[src/rtl/instr_fetch_sequencer_if.sv]
// rtl/instr_fetch_sequencer_if.sv - instruction memory fetch bus between sequencer and imem
interface instr_fetch_sequencer_if #(
    parameter int PC_W = 16
);
    logic            imem_req;
    logic [PC_W-1:0] imem_addr;
    logic [15:0]     imem_rdata;
    logic            imem_valid;

    modport master (
        output imem_req,
        output imem_addr,
        input  imem_rdata,
        input  imem_valid
    );

    modport slave (
        input  imem_req,
        input  imem_addr,
        output imem_rdata,
        output imem_valid
    );
endinterface

[src/rtl/instr_fetch_sequencer.sv]
// rtl/instr_fetch_sequencer.sv - fetch/issue sequencer with next-PC selection and fetch timeout
module instr_fetch_sequencer #(
    parameter int              PC_W     = 16,
    parameter logic [PC_W-1:0] RESET_PC = '0,
    parameter int              TIMEOUT  = 15
) (
    input  logic                     clk,
    input  logic                     rst_n,
    instr_fetch_sequencer_if.master  imem,
    output logic [2:0]               opcode,
    output logic [15:0]              instr,
    output logic                     instr_valid,
    output logic [PC_W-1:0]          pc,
    input  logic                     j_in,
    input  logic                     beq_in,
    input  logic                     jmpg_in,
    input  logic                     alu_zero,
    input  logic                     alu_gt,
    input  logic                     ex_done,
    output logic                     fetch_err
);

    localparam int              TMO_W       = $clog2(TIMEOUT) + 1;
    localparam logic [TMO_W-1:0] TMO_LAST   = TMO_W'(TIMEOUT - 1);
    // Low 13 bits are the J-type target field; the bits above stay in the current region.
    localparam logic [PC_W-1:0] REGION_MASK = PC_W'(13'h1FFF);

    typedef enum logic [1:0] {
        S_IDLE  = 2'd0,
        S_REQ   = 2'd1,
        S_ISSUE = 2'd2
    } seqState_t;

    seqState_t        state;
    seqState_t        stateNext;
    logic [PC_W-1:0]  pcReg;
    logic [15:0]      ir;
    logic [TMO_W-1:0] tmoCnt;
    logic             fetchErr;

    logic             loadIr;
    logic             advancePc;
    logic             tmoInc;
    logic             tmoClr;
    logic             setErr;

    logic [PC_W-1:0]  pc1;
    logic [PC_W-1:0]  brTgt;
    logic [PC_W-1:0]  jTgt;
    logic [PC_W-1:0]  nextPc;

    assign pc1   = pcReg + PC_W'(1);
    assign brTgt = pc1 + {{(PC_W-7){ir[6]}}, ir[6:0]};
    assign jTgt  = (pc1 & ~REGION_MASK) | PC_W'(ir[12:0]);

    // Next-PC priority: J, then taken JmpG, then taken Beq, else sequential.
    always_comb begin
        nextPc = pc1;
        if (j_in) begin
            nextPc = jTgt;
        end else if (jmpg_in && alu_gt) begin
            nextPc = brTgt;
        end else if (beq_in && alu_zero) begin
            nextPc = brTgt;
        end
    end

    // State register.
    always_ff @(posedge clk) begin
        if (!rst_n) begin
            state <= S_IDLE;
        end else begin
            state <= stateNext;
        end
    end

    // Next-state and datapath control strobes.
    always_comb begin
        stateNext = state;
        loadIr    = 1'b0;
        advancePc = 1'b0;
        tmoInc    = 1'b0;
        tmoClr    = 1'b0;
        setErr    = 1'b0;
        case (state)
            S_IDLE: begin
                stateNext = S_REQ;
            end
            S_REQ: begin
                if (imem.imem_valid) begin
                    loadIr    = 1'b1;
                    tmoClr    = 1'b1;
                    stateNext = S_ISSUE;
                end else if (tmoCnt == TMO_LAST) begin
                    setErr    = 1'b1;
                    tmoClr    = 1'b1;
                    stateNext = S_IDLE;
                end else begin
                    tmoInc = 1'b1;
                end
            end
            S_ISSUE: begin
                if (ex_done) begin
                    advancePc = 1'b1;
                    stateNext = S_REQ;
                end
            end
            default: begin
                stateNext = S_IDLE;
            end
        endcase
    end

    // PC, instruction register, timeout counter and sticky error flag.
    always_ff @(posedge clk) begin
        if (!rst_n) begin
            pcReg    <= RESET_PC;
            ir       <= '0;
            tmoCnt   <= '0;
            fetchErr <= 1'b0;
        end else begin
            if (loadIr) begin
                ir <= imem.imem_rdata;
            end
            if (advancePc) begin
                pcReg <= nextPc;
            end
            if (tmoClr) begin
                tmoCnt <= '0;
            end else if (tmoInc) begin
                tmoCnt <= tmoCnt + TMO_W'(1);
            end
            if (setErr) begin
                fetchErr <= 1'b1;
            end
        end
    end

    assign imem.imem_req  = (state == S_REQ);
    assign imem.imem_addr = pcReg;
    assign instr_valid    = (state == S_ISSUE);
    assign opcode         = instr_valid ? ir[15:13] : 3'b000;
    assign instr          = ir;
    assign pc             = pcReg;
    assign fetch_err      = fetchErr;

endmodule

[src/flat_wrapper.sv]
// flat-port wrapper written by rule: the top's interface ports become plain ports
module instr_fetch_sequencer_flat 
#(
    parameter int              PC_W     = 16,
    parameter logic [PC_W-1:0] RESET_PC = '0,
    parameter int              TIMEOUT  = 15
)
  (clk, rst_n, opcode, instr, instr_valid, pc, j_in, beq_in, jmpg_in, alu_zero, alu_gt, ex_done, fetch_err, imem_imem_req, imem_imem_addr, imem_imem_rdata, imem_imem_valid);
  instr_fetch_sequencer_if #(.PC_W(PC_W)) imem_i ();
  input  logic clk;
  input  logic rst_n;
  output logic [2:0] opcode;
  output logic [15:0] instr;
  output logic instr_valid;
  output logic [PC_W-1:0] pc;
  input  logic j_in;
  input  logic beq_in;
  input  logic jmpg_in;
  input  logic alu_zero;
  input  logic alu_gt;
  input  logic ex_done;
  output logic fetch_err;
  output wire logic [$bits(imem_i.imem_req)-1:0] imem_imem_req;
  output wire logic [$bits(imem_i.imem_addr)-1:0] imem_imem_addr;
  input wire logic [$bits(imem_i.imem_rdata)-1:0] imem_imem_rdata;
  input wire logic [$bits(imem_i.imem_valid)-1:0] imem_imem_valid;
  assign imem_imem_req = imem_i.imem_req;
  assign imem_imem_addr = imem_i.imem_addr;
  assign imem_i.imem_rdata = imem_imem_rdata;
  assign imem_i.imem_valid = imem_imem_valid;
  instr_fetch_sequencer #(.PC_W(PC_W), .RESET_PC(RESET_PC), .TIMEOUT(TIMEOUT)) u_core (.clk(clk), .rst_n(rst_n), .imem(imem_i), .opcode(opcode), .instr(instr), .instr_valid(instr_valid), .pc(pc), .j_in(j_in), .beq_in(beq_in), .jmpg_in(jmpg_in), .alu_zero(alu_zero), .alu_gt(alu_gt), .ex_done(ex_done), .fetch_err(fetch_err));
endmodule
[config.mk]
export PLATFORM = sky130hd
export DESIGN_NAME = instr_fetch_sequencer_flat
export DESIGN_NICKNAME = d
export VERILOG_FILES = /design/src/rtl/instr_fetch_sequencer_if.sv /design/src/rtl/instr_fetch_sequencer.sv /design/src/flat_wrapper.sv
export SDC_FILE = /design/constraint.sdc
export NUM_CORES = 1
export LEC_CHECK = 0
export BUFFER_PORTS_ARGS = -buffer_cell sky130_fd_sc_hd__buf_2
export CAP_MARGIN = 20
export CORE_MARGIN = 2
export CORE_UTILIZATION = 45
export DETAILED_ROUTE_END_ITERATION = 16
export GPL_TIMING_DRIVEN = 0
export PLACE_DENSITY = 0.72
export SLEW_MARGIN = 15
export SYNTH_ARGS = -nofsm -noshare
export SYNTH_HDL_FRONTEND = slang
export SYNTH_SLANG_ARGS = --single-unit
[constraint.sdc]
create_clock -name clk -period 5.3 [get_ports clk]
set_input_delay 0.53 -clock clk [delete_from_list [all_inputs] [get_ports clk]]
set_output_delay 0.53 -clock clk [all_outputs]
set_load 0.005 [all_outputs]
After elaboration in Yosys (flattened, before gate mapping) --
Cells that the tools add are included.
Cells by class: add/sub/neg operators 3, multiply operators 0, divide/modulo/power cells 0, order comparisons 0, equality and inequality tests 5, shifts and indexed selects 0, multiplexer cells 20, bitwise gates (word level) 2, reductions and logical operators 5
Operator list (count):
- 16-bit two-way mux | 3
- 16-bit by 1-bit adder with 16-bit output, second input constant | 1
- 16-bit adder | 1
- 16-bit by 13-bit OR with 16-bit output | 1
- 1-bit two-way mux | 12
- 2-bit two-way mux | 3
- 2-bit case mux with 3 select lines | 1
- 5-bit by 1-bit adder with 5-bit output, second input constant | 1
- 5-bit by 4-bit equality test with 1-bit output, second input constant | 1
- 3-bit two-way mux | 1
- 3-bit by 1-bit != test with 1-bit output, second input constant | 1
- 2-bit by 1-bit equality test with 1-bit output, second input constant | 1
- 2-bit equality test, second input constant | 1
- 1-bit logical AND | 2
- 2-bit zero test | 1
- 2-bit != test, second input constant | 1
- 2-bit AND reduction | 1
- 2-bit OR reduction | 1
- 1-bit NOT | 1
Word-level totals: register bits after elaboration 40, bits in latches 0, bits in writable memories 0, ROM bits 0, input port bits 25, output and inout port bits 54, word-level logic and storage cells 40, memories kept 0

Depth between registers and ports, before layout --
word-level depth 5, depth in mapped cells 12, depth with buffers taken out 11

Worst setup path before layout --
OpenSTA, ideal clock, no wires.
path type reg2reg, from register u_core.pcReg[2] (netlist: u_core.imem.imem_addr[2]), to register u_core.pcReg[12] (netlist: u_core.imem.imem_addr[12]), setup time 0.117 ns, arrival time 2.739 ns, data required time 5.183 ns, setup slack 2.444 ns, cell stages (with the launch flop) 13, buffers on the path 2, clock period less this slack 2.856 ns, cells stage by stage dfxtp_1 -> and4_1 -> buf_6 -> nand3_1 -> nor2_1 -> xor2_1 -> ha_1 -> and2_1 -> clkbuf_1 -> a311o_1 -> and4_1 -> a211o_1 -> a32o_1
Between the ends: cells in the longest elaborated chain, start to end 5
RTL lines:
- start, declared | line instr_fetch_sequencer.sv:36 | logic [PC_W-1:0] pcReg;
- start signal, assigned | line instr_fetch_sequencer.sv:126 | pcReg <= nextPc;
- 16-bit by 1-bit adder with 16-bit output * | line instr_fetch_sequencer.sv:52 | assign pc1 = pcReg + PC_W'(1);
- 16-bit adder | line instr_fetch_sequencer.sv:53 | assign brTgt = pc1 + {{(PC_W-7){ir[6]}}, ir[6:0]};
- 16-bit two-way mux | line instr_fetch_sequencer.sv:63 | end else if (beq_in && alu_zero) begin
- 16-bit two-way mux * | line instr_fetch_sequencer.sv:61 | end else if (jmpg_in && alu_gt) begin
- 16-bit two-way mux * | line instr_fetch_sequencer.sv:59 | if (j_in) begin
Every way passes the cells marked *; elsewhere a longest branch is shown, timed or not. A chain may end at the register's enable or synchronous reset.

Final worst setup path --
from register u_core.pcReg[3] (netlist: u_core.imem.imem_addr[3]), to register u_core.pcReg[12] (netlist: u_core.imem.imem_addr[12])
Same word-level chain as after synthesis.

==> results.yml <==
power_and_ir_drop:
  power_density_mw_per_mm2: 176
  peakVddDrop_mv: 0.151
  p_leak_uw: 0.00166
die:
  core_region_area_mm2: 0.00642
  die_w_um: 85.8
  dieHeight_um: 85.8
  die_area_mm2: 0.00736
  rows: 29
  initial_utilization_pct: 46.9
  ioPinCount: 79
synthesis:
  synthMostInstantiatedCell: "nand2_1"
  netlist_top_cells_area: "dfxtp_1 27%, ha_1 9.1%, nand2_1 8.1%, a21oi_1 6.5%, xnor2_1 4.1%"
  syn_avg_cell_area_um2: 7.70
  synthTopCellsByCount: "65 x nand2_1, 40 x dfxtp_1, 39 x a21oi_1"
  yosysTopAreaCell: "dfxtp_1"
  yosys_warnings: 0
  ys_seq_area_share_pct: 26.6
  synth_area_mm2: 0.00301
  synthArstFlopShare_pct: 0
  ys_types: 60
  synth_ff_type: "dfxtp_1"
  synth_top_area_share_pct: 26.6
  synthCells: 391
  synth-edff-count: 0
  syn_nets: 439
  ys_ff_latch: 40
layout:
  final_util_pct: 55.5
  fin_nets: 522
  drive_above_1_share_pct: 22.4
  area_delta_synth_final_pct: 18.4
  antenna_cells: 0
timing:
  period_share_pct: 59.9
  worst_slew_pin_slew_ps: 720
  period_needed_ps: 3170
  max-slew-margin-rel_pct: 51.9
  max_freq_mhz: 315
  setup_slack_ps: 2130
  hold_viol: 0
  grt_setup_unrepaired: "false"
  setup_tns_ps: 0
  slew_violations: 0
  skew_ps: 10.3
  setup_violations: 0
routing:
  drc_errors: 2
  wl_um: 8430
  vias: 3175
  drt-pass1-iter-count: 11
  wl_per_cell_um: 15.3
  ant_nets: 0
  viasPerCell: 5.76
  drt-initial-drc-count: 347
clock_network:
  htree_levels: 2
  cts_root_buf: "clkbuf_8"
  cts.path.max_buffers: 2
  clk_latency_ps: 290
  cts_hold_buf: 0
  cts_tree: "done"
  clock_sinks: 40
  numCtsBuffers: 5
  postCtsSetupBuffers: 0
  post_cts_resized: 0
  cts.clk_slew.worst_paths_ps: 80
critical_path:
  worstSetupPathType: "reg2reg"
  cp.required_ps: 5490
  reg2regPathDepth: 12
  cp.arrival_ps: 3370
  crit_fanout: 7
  reg2reg_from: "u_core.imem.imem_addr[3]"
  ff2ff_setup_slack_ps: 2130
  start_kind: "register"
  critPathLaunch: "u_core.imem.imem_addr[3]"
  crit_path_end_kind: "register"
outcome:
  violations: "design-rule violations"
  status: "finished, violations left"
global_route:
  grt_max_degree: 17
  antenna_found_initial: 0
  grt_overflow: 0
  grt_first_pass_wirelength_um: 14000
  grt_use_total_pct: 23.5
  grt_pass1_vias: 2881
min_path:
  hold_path.class: "reg2reg"
  worstHoldStart: "u_core.instr[13]"
  min_path_cells: 2
placement:
  gp_congestion: 0.947
  dpl.hpwl_um: 6530
  port_buffers: 76
  post-place-ws_ps: 2150
job:
  max_cap_viol_count: 0
==> per-layer routing <==
layer | vias up | GRT usage, % | share of wire, %
li1 | 1567 | - | -
met1 | 1463 | 34.1 | 47
met2 | 136 | 36.4 | 46
met3 | 9 | 3.27 | 6.5
met4 | 0 | 6.93 | 1.2
met5 | - | 0 | 0
==> stage by stage <==
step	std cells	hold WS, ps	cell area [µm²]	total power (µW)
floorplan	391	461	3010	396
global placement	544	449	3490	437
detailed placement	544	454	3490	439
CTS	551	468	3560	631
global route	551	468	3560	660
finish	551	473	3560	627
==> registers in the layout, indices dropped and copies added (netlist names) <==
name	count
u_core.tmoCnt	5
u_core.fetch_err	1
u_core.state	2
u_core.instr	16
u_core.imem.imem_addr	16
==> path summary, 6_finish.rpt <==
kind                                                  end
worst min register to register           u_core.instr[13]
worst max-delay path            u_core.imem.imem_addr[12]
worst max register to register  u_core.imem.imem_addr[12]
worst min-delay path                     u_core.instr[13]
==> logic make-up after synthesis <==
group / share of synthesized area (%)
adders and majority gates: 9.81
AOI/OAI and AO/OA: 25.0
DFF: 26.6
muxes: 0.333
and+or+nand+nor: 23.4
xor gates and xnor gates: 7.27
buffers and inverters: 7.52
==> critical path, stage by stage (launching register included) <==
cell and delay (ps):
dfxtp_1 460, and4_1 250, buf_6 130, nand3_1 110, nor2_1 150, xor2_1 290
ha_1 330, and2_1 170, clkbuf_1 160, a311o_1 330, and4_1 200, a211o_1 290
a32o_1 210
==> power breakdown <==
| group | switching [µW] | internal [µW] | leakage (µW) |
|---|---|---|---|
| combinational | 64.6 | 43.8 | 0.00130 |
| sequential | 14.6 | 311 | 0.000324 |
| clock | 104 | 89.6 | 0.0000410 |
==> cell type report <==
| cell class | instances | area (µm²) |
|---|---|---|
| Fill cell | 638 | 2860 |
| Multi-Input combinational cell | 309 | 1980 |
| Sequential cell | 40 | 801 |
| Timing Repair Buffer | 76 | 380 |
| Buffer | 34 | 196 |
| Tap cell | 77 | 96.3 |
| Clock buffer | 6 | 72.6 |
| Inverter | 8 | 30.0 |
| Clock inverter | 1 | 5.00 |
==> placed cells by master, fill, tap and decap left out, types with 10 or more instances in the layout <==
| cell | count |
|---|---|
| a21oi_1 | 39 |
| buf_2 | 77 |
| buf_4 | 16 |
| clkbuf_1 | 15 |
| dfxtp_1 | 40 |
| ha_1 | 22 |
| nand2_1 | 65 |
| nand3_1 | 10 |
| nor2_1 | 26 |
| o21ai_0 | 13 |
| xnor2_1 | 14 |
| xor2_1 | 11 |
(Power assumes the default switching activity.)
